===== config.mk =====
export PLATFORM = sky130hd
export DESIGN_NAME = prefix_adder_32
export DESIGN_NICKNAME = d
export VERILOG_FILES = /design/src/rtl/prefix_adder_pkg.sv /design/src/rtl/prefix_adder_32_pg_black_cell.sv /design/src/rtl/prefix_adder_32.sv
export SDC_FILE = /design/constraint.sdc
export NUM_CORES = 1
export LEC_CHECK = 0
export CAP_MARGIN = 10
export CORE_MARGIN = 1
export CORE_UTILIZATION = 40
export DETAILED_ROUTE_END_ITERATION = 10
export GPL_TIMING_DRIVEN = 0
export PLACE_DENSITY = 0.84
export SLEW_MARGIN = 40
export SYNTH_ARGS = -nofsm -noshare
export SYNTH_HDL_FRONTEND = slang
export SYNTH_SLANG_ARGS = --single-unit

===== constraint.sdc =====
create_clock -name clk -period 0.8 [get_ports clk]
set_input_delay 0.12 -clock clk [delete_from_list [all_inputs] [get_ports clk]]
set_output_delay 0.12 -clock clk [all_outputs]
set_load 0.005 [all_outputs]

===== src/rtl/prefix_adder_pkg.sv =====
// Shared constants for the Kogge-Stone prefix adder.
// Width and prefix depth used by the adder top and its bench.
package prefix_adder_pkg;

    localparam int ADDER_WIDTH  = 32;
    localparam int ADDER_LEVELS = $clog2(ADDER_WIDTH);

endpackage


===== src/rtl/prefix_adder_32_pg_black_cell.sv =====
// Kogge-Stone black cell: merges a high and a low
// generate/propagate group into one wider group.
module pg_black_cell (
    input  logic gh,
    input  logic ph,
    input  logic gl,
    input  logic pl,
    output logic g,
    output logic p
);

    assign g = gh | (ph & gl);
    assign p = ph & pl;

endmodule


===== src/rtl/prefix_adder_32.sv =====
// 32-bit Kogge-Stone adder with carry-in and a
// registered sum/carry-out (one-cycle latency).
module prefix_adder_32
    import prefix_adder_pkg::*;
#(
    parameter int WIDTH = ADDER_WIDTH
) (
    input  logic             clk,
    input  logic             rst_n,
    input  logic [WIDTH-1:0] a,
    input  logic [WIDTH-1:0] b,
    input  logic             cin,
    output logic [WIDTH-1:0] sum,
    output logic             cout
);

    localparam int LEVELS = $clog2(WIDTH);
    localparam int HALF   = WIDTH / 2;

    logic [WIDTH-1:0] gen;
    logic [WIDTH-1:0] prop;
    logic [WIDTH-1:0] gc;
    logic [WIDTH-1:0] carry;
    logic [WIDTH-1:0] s;

    assign gen  = a & b;
    assign prop = a ^ b;

    // Levels 0..LEVELS-1 keep both G and P; level 0 folds cin into bit 0.
    for (genvar k = 0; k < LEVELS; k++) begin : lvl
        logic [WIDTH-1:0] g;
        logic [WIDTH-1:0] p;
        if (k == 0) begin : pre
            assign g[0] = gen[0] | (prop[0] & cin);
            if (WIDTH > 1) begin : hi
                assign g[WIDTH-1:1] = gen[WIDTH-1:1];
            end
            assign p = {prop[WIDTH-1:1], 1'b0};
        end else begin : tree
            localparam int D = 1 << (k - 1);
            for (genvar i = 0; i < WIDTH; i++) begin : node
                if (i >= D) begin : blk
                    pg_black_cell u_cell (
                        .gh (lvl[k-1].g[i]),
                        .ph (lvl[k-1].p[i]),
                        .gl (lvl[k-1].g[i-D]),
                        .pl (lvl[k-1].p[i-D]),
                        .g  (g[i]),
                        .p  (p[i])
                    );
                end else begin : buf_n
                    assign g[i] = lvl[k-1].g[i];
                    assign p[i] = lvl[k-1].p[i];
                end
            end
        end
    end

    // Final level only needs group generate: every G is now a bit carry.
    for (genvar i = 0; i < WIDTH; i++) begin : fin
        if (i >= HALF) begin : gray
            assign gc[i] = lvl[LEVELS-1].g[i]
                         | (lvl[LEVELS-1].p[i] & lvl[LEVELS-1].g[i-HALF]);
        end else begin : buf_n
            assign gc[i] = lvl[LEVELS-1].g[i];
        end
    end

    assign carry = {gc[WIDTH-2:0], cin};
    assign s     = prop ^ carry;

    always_ff @(posedge clk or negedge rst_n) begin
        if (!rst_n) begin
            sum  <= '0;
            cout <= 1'b0;
        end else begin
            sum  <= s;
            cout <= gc[WIDTH-1];
        end
    end

endmodule


==> reports/qor.txt, run 1 <==
Wirelength per Cell -> 18.06 um
CP Cell Sequence -> buf_6, fa_2, fa_2, a21o_1, nand4_1, a21oi_2, or3b_4, a31oi_4, o31ai_4, buf_4, xor2_1
Die ar. -> 6525 um^2
Post-synth EDFFs -> 0
Crit path largest cell delay -> 0.41 ns
Peak VDD IR -> 0.0009670 V
YS warnings -> 0
Max-slew violations -> 0
Ys async rst share -> 1.000
Final wirelength -> 9011 um
# IOs -> 100
Largest family of logic cells by synthesized area -> compound AO/OA/AOI/OAI gates
Compound-gate portion of the synthesized area -> 0.2223
Htree depth -> 2
Final Hold Fails -> 0
Synth Area in XOR/XNOR -> 0.1023
Top post-synthesis cells by area -> dfrtp_1, ha_1, a21oi_1
Type of the most critical hold path -> input pin to flip-flop
Final antenna-violating net count -> 0
Max_cap viols -> 0
Row count -> 28
Worst Setup End Kind -> flip-flop
Slew margin rel. -> 0.5734
Post-DP HPWL -> 5425 um
Gp weighted congestion -> 0.8497
Fin crit share -> 2.830
Clock root cell -> clkbuf_8
Post-synthesis mux area share -> 0.004032
FMAX -> 0.4417 GHz
First drt pass iteration count -> 4
Die width -> 80.78 um
Netlist Area Pre-Place -> 2482 um^2
Worst Path Arrival -> 2.43 ns
Crit-path max FO -> 2
# placed instances -> 441
Lkg Pwr -> 0.002193 uW
Failing checks -> setup timing
Clock transition at path regs -> 0.06 ns
RSZ-0062 raised after global routing -> true
Die Span Y -> 80.78 um
Power per cell area -> 1458 nW/um^2
Post-route insts no fill -> 499
Mapped Nets -> 366
Worst EP required -> 0.97 ns
Sequential-to-total area share from yosys stat -> 0.3327
Via-per-instance ratio -> 5.623
1st-iter DRT viols -> 154
Yosys top cell area share -> 0.3327
Number of CTS-inserted buffers -> 5
DRC violations left -> 0
Synth Area per Inst -> 9.332 um^2
Area delta synth->final -> 86.09%
Core ar. -> 5956 um^2
Design area -> 4619 um^2
Critical setup path kind -> input pin to flip-flop
Final setup viols -> 65
Cells after Synth -> 266
Top cell type by total area after synthesis -> dfrtp_1
Unique cell type count in the Yosys netlist -> 49
Adder-cell share of the synthesized area -> 0.1724
GRT Residual Overflow -> 0
Largest net degree at the start of global routing -> 21
Crit-path most repeated cell -> fa_2
Total GRT Usage -> 0.2362
Period minus WS final -> 2.264 ns
Clock Tree Buf Depth -> 2
#FFs+latches synth -> 33
Final worst slack -> -1.464 ns
Hold_ws -> 0.1401 ns
Total clock sinks -> 33
Post-Synth Simple-Gate Area -> 0.1472
Initial antenna violation count -> 0
Delay-heaviest family, CP -> adder cells
First-pass GRT wire length -> 11840 um
Crit-path slowest cell -> or3b_4
Synth Flop Type -> dfrtp_1
Layout cell share with drive strength beyond 1 -> 0.4458
Slew @ Worst Pin -> 0.6332 ns
Crit path launch type -> input pin
DP Area -> 3646 um^2
Vias in the first global route -> 2536
Vias -> 2806
Initial core utilization -> 0.4168
Status -> finished, violations left
IO Port Bufs -> 99
CTS tree -> yes
Fin util -> 0.7756
Worst path bufs/invs -> 2
Ant diodes -> 0
Nets -> 523
[final cells by class]
| cell class | instances | area, um^2 |
|---|---|---|
| plain buffers | 3 | 33.78 |
| clock buffers | 6 | 72.57 |
| clock inverters | 2 | 10.01 |
| flip-flops and latches | 33 | 825.8 |
| repair buffers | 152 | 1341 |
| multi-input cells | 223 | 2223 |
| inverters | 5 | 18.77 |
| fillers | 361 | 1336 |
| well taps | 75 | 93.84 |
[worst paths after layout]
path | cells after the start | start | slack, ns | endpoint
worst max-delay path | 11 | a[0] | -1.46 | sum[28]
worst min-delay path | 2 | cin | 0.14 | sum[0]
max in group asynchronous | 3 | rst_n | 0.11 | sum[25]
min in group asynchronous | 2 | rst_n | 0.28 | sum[4]
[per-layer routing]
metal / GRT usage / wire length [um] / part of all wire
met5: 0 / 0 / 0
met4: 0.08214 / 341 / 0.038
met3: 0.03258 / 568 / 0.063
met2: 0.4161 / 4701 / 0.52
met1: 0.2946 / 3400 / 0.38
[power breakdown]
| part | switching [uW] | leakage, uW | total, uW | internal, uW |
|---|---|---|---|---|
| combinational | 1660 | 0.00176 | 3440 | 1770 |
| sequential | 93.3 | 0.000385 | 2120 | 2030 |
| clock | 577 | 0.0000450 | 1180 | 601 |
[cell families (layout without fill, tap and decap cells)]
family | count (synthesis) | in the layout
flip-flops | 33 | 33
AND/OR/NAND/NOR | 73 | 73
adder cells (fa/ha/maj) | 33 | 33
buffers and inverters | 10 | 168
multiplexers | 1 | 1
XOR/XNOR | 29 | 29
AO/OA/AOI/OAI | 87 | 87
[cell usage after synthesis (3+ instances only)]
cell type   n
o21ai_0    15
o21bai_1    3
inv_1       5
nand2_1    31
xor2_1     15
ha_1       31
a21o_1      7
nand4_1     8
a211oi_1    3
xnor2_1    14
nor2b_1     5
nor3_1      6
o21a_1      3
a21oi_1    35
dfrtp_1    33
nor2_1     12
[stage by stage]
step                setup WS, ns  power, uW  setup TNS, ns
finish                    -1.464       6735         -35.51
global route              -1.539       7098         -38.37
CTS                       -1.421       5986         -36.28
detailed placement        -2.165       4853         -55.54
global placement          -2.121       4779         -87.58
floorplan                 -1.487       3425         -29.93
[state kept, by name, indices dropped and copies added (netlist names)]
name	flops
sum	32
cout	1
[cell usage in the layout, fill, tap and decap left out, types with 5 or more instances in the layout]
cell type and instances:
clkdlybuf4s50_1 30, a21oi_1 16, buf_2 35, nand4_1 8, buf_6 15, dfrtp_1 33
a21oi_4 8, ha_4 17, buf_4 41, xor2_1 15, xnor2_1 10, nor2_1 7
o21ai_0 8, clkbuf_8 5, nand2_2 6, ha_1 12, nand2_1 25, a21o_1 7
dlymetal6s2s_1 29, a21oi_2 12
[timing repair]
item                                    in CTS  in global routing
hold buffers                                 1                  0
endpoints found under the hold margin       13                  0
setup buffers                               18                 41
endpoints found under the setup margin      66                 65
gates resized for setup                    192                113
pin swaps                                   19                 48
No activity file was read; power rests on OpenSTA's default activity.
==> run 2: changes to the inputs <==
--- a/config.mk
+++ b/config.mk
@@ -6,11 +6,12 @@
 export NUM_CORES = 1
 export LEC_CHECK = 0
 export CAP_MARGIN = 10
-export CORE_MARGIN = 1
+export CORE_MARGIN = 1.5
 export CORE_UTILIZATION = 40
 export DETAILED_ROUTE_END_ITERATION = 10
 export GPL_TIMING_DRIVEN = 0
 export PLACE_DENSITY = 0.84
+export SKIP_CTS_REPAIR_TIMING = 1
 export SLEW_MARGIN = 40
 export SYNTH_ARGS = -nofsm -noshare
 export SYNTH_HDL_FRONTEND = slang
==> run 2 against run 1 <==
Net effect: the run still ends with setup timing left; die area rose by 2.5%; power shrank 4.1%; non-clock buffer count fell by 21; critical path depth shrank 1; sequential power barely moved; maximum frequency is 2.1% lower; global-route usage down 4.5 points; highest routed layer unchanged; sequential share of layout area increased by 1.0 points; routed wire length is 7.3% lower.
==> reports/qor.txt, run 2 (synthesis results as in run 1) <==
CTS tree -> yes (unchanged)
Final setup viols -> 65 (unchanged)
Slew margin rel. -> 0.6040 (was 0.5734)
Layout cell share with drive strength beyond 1 -> 0.3856 (was 0.4458)
Largest net degree at the start of global routing -> 34 (was 21)
Met1 wire length -> 3328 um (was 3400 um)
Lkg Pwr -> 0.002159 uW (was 0.002193 uW)
Total GRT Usage -> 0.1909 (was 0.2362)
Die width -> 81.78 um (was 80.78 um)
Max-slew violations -> 0 (unchanged)
Type of the most critical hold path -> input pin to flip-flop (unchanged)
Die ar. -> 6687 um^2 (was 6525 um^2)
Status -> finished, violations left (unchanged)
Met3 Routed Length -> 509 um (was 568 um)
Post-route insts no fill -> 477 (was 499)
Crit-path slowest cell -> or3b_4 (unchanged)
Worst Setup End Kind -> flip-flop (unchanged)
Final worst slack -> -1.513 ns (was -1.464 ns)
Worst Path Arrival -> 2.45 ns (was 2.43 ns)
RSZ-0062 raised after global routing -> true (unchanged)
Max reg flops -> 32 (unchanged)
Biggest regs -> sum x32, cout x1 (unchanged)
Final wirelength -> 8352 um (was 9011 um)
First-pass GRT wire length -> 10030 um (was 11840 um)
Final Hold Fails -> 0 (unchanged)
CP Cell Sequence -> buf_6, fa_2, fa_2, a21o_1, nand4_1, a21oi_2, or3b_4, a31oi_4, o21ai_0, xor2_1 (was buf_6, fa_2, fa_2, a21o_1, nand4_1, a21oi_2, or3b_4, a31oi_4, o31ai_4, buf_4, xor2_1)
Initial core utilization -> 0.4168 (unchanged)
Biggest register -> sum (unchanged)
# IOs -> 100 (unchanged)
Via-per-instance ratio -> 5.700 (was 5.623)
Commonest non-fill, non-tap cells in the layout -> dlymetal6s2s_1, clkbuf_2, dfrtp_1 (was buf_4, buf_2, dfrtp_1)
Design area -> 4372 um^2 (was 4619 um^2)
Initial antenna violation count -> 0 (unchanged)
Failing checks -> setup timing (unchanged)
Peak VDD IR -> 0.0009494 V (was 0.0009670 V)
Pre-CTS setup slack -> -2.136 ns (was -2.165 ns)
Wirelength per Cell -> 17.51 um (was 18.06 um)
Max_cap viols -> 0 (unchanged)
Met2 WL -> 4252 um (was 4701 um)
IO Port Bufs -> 99 (unchanged)
1st-iter DRT viols -> 191 (was 154)
Htree depth -> 2 (unchanged)
GRT Residual Overflow -> 0 (unchanged)
Area delta synth->final -> 76.11% (was 86.09%)
Worst path bufs/invs -> 1 (was 2)
Vias in the first global route -> 2282 (was 2536)
Vias -> 2719 (was 2806)
First drt pass iteration count -> 4 (unchanged)
Ant diodes -> 0 (unchanged)
Tot Pwr -> 6459 uW (was 6735 uW)
Nets -> 502 (was 523)
Fin crit share -> 2.891 (was 2.830)
Period minus WS final -> 2.313 ns (was 2.264 ns)
Slew @ Worst Pin -> 0.5941 ns (was 0.6332 ns)
DRC violations left -> 0 (unchanged)
Crit path launch type -> input pin (unchanged)
Crit-path most repeated cell -> fa_2 (unchanged)
Worst EP required -> 0.93 ns (was 0.97 ns)
Final antenna-violating net count -> 0 (unchanged)
Core ar. -> 5956 um^2 (unchanged)
FMAX -> 0.4323 GHz (was 0.4417 GHz)
Worst Hold Depth -> 2 (unchanged)
Die Span Y -> 81.78 um (was 80.78 um)
Critical setup path kind -> input pin to flip-flop (unchanged)
Delay-heaviest family, CP -> adder cells (unchanged)
Power per cell area -> 1477 nW/um^2 (was 1458 nW/um^2)
Min-delay src -> cin (unchanged)
DP Area -> 3618 um^2 (was 3646 um^2)
Number of CTS-inserted buffers -> 5 (unchanged)
Row count -> 28 (unchanged)
Fin util -> 0.7340 (was 0.7756)
Total clock sinks -> 33 (unchanged)
Post-DP HPWL -> 5164 um (was 5425 um)
Clock transition at path regs -> 0.07 ns (was 0.06 ns)
Crit-path max FO -> 3 (was 2)
Most common cell after layout, fill and taps aside -> dlymetal6s2s_1 (was buf_4)
Max Used Layer -> met4 (unchanged)
Clock root cell -> clkbuf_8 (unchanged)
Crit path largest cell delay -> 0.43 ns (was 0.41 ns)
Gp weighted congestion -> 0.8436 (was 0.8497)
Clock Tree Buf Depth -> 2 (unchanged)
# placed instances -> 440 (was 441)
Hold EP -> sum[0] (unchanged)
-- run 2: how the worst max path moves through the flow --
stage	endpoint	cells after the start	from	slack [ns]
after floorplan	cout	9	a[0]	-1.49
after global placement	cout	10	a[0]	-2.12
after detailed placement	cout	10	a[0]	-2.14
after CTS	cout	10	a[0]	-1.85
after global routing	sum[24]	10	cin	-1.57
final	sum[24]	10	cin	-1.51
-- run 2: layer usage --
| metal | GRT usage | up-vias |
|---|---|---|
| met5 | 0 | - |
| met4 | 0.04746 | 0 |
| met2 | 0.3320 | 141 |
| met1 | 0.2478 | 1298 |
| li1 | - | 1252 |
| met3 | 0.02667 | 28 |
-- run 2: power breakdown --
part	internal [uW]	switching [uW]	total [uW]
clock	682	551	1230
combinational	1550	1540	3100
sequential	2030	101	2130
total	4260	2200	6460
-- run 2: stage by stage --
| step | hold slack [ns] | TNS, ns |
|---|---|---|
| 2_1_floorplan | -0.1756 | -29.93 |
| 3_3_place_gp | 0.8345 | -86.96 |
| 3_5_place_dp | 0.2234 | -55.82 |
| 4_1_cts | -0.07357 | -56.56 |
| 5_1_grt | 0.1370 | -35.28 |
| 6_report | 0.1476 | -32.70 |
-- run 2: layout make-up --
class,instances,area [um^2]
clock buffers,7,86.33
well taps,75,93.84
flip-flops and latches,33,825.8
inverters,5,18.77
repair buffers,131,1159
fillers,404,1584
multi-input cells,223,2155
plain buffers,3,33.78
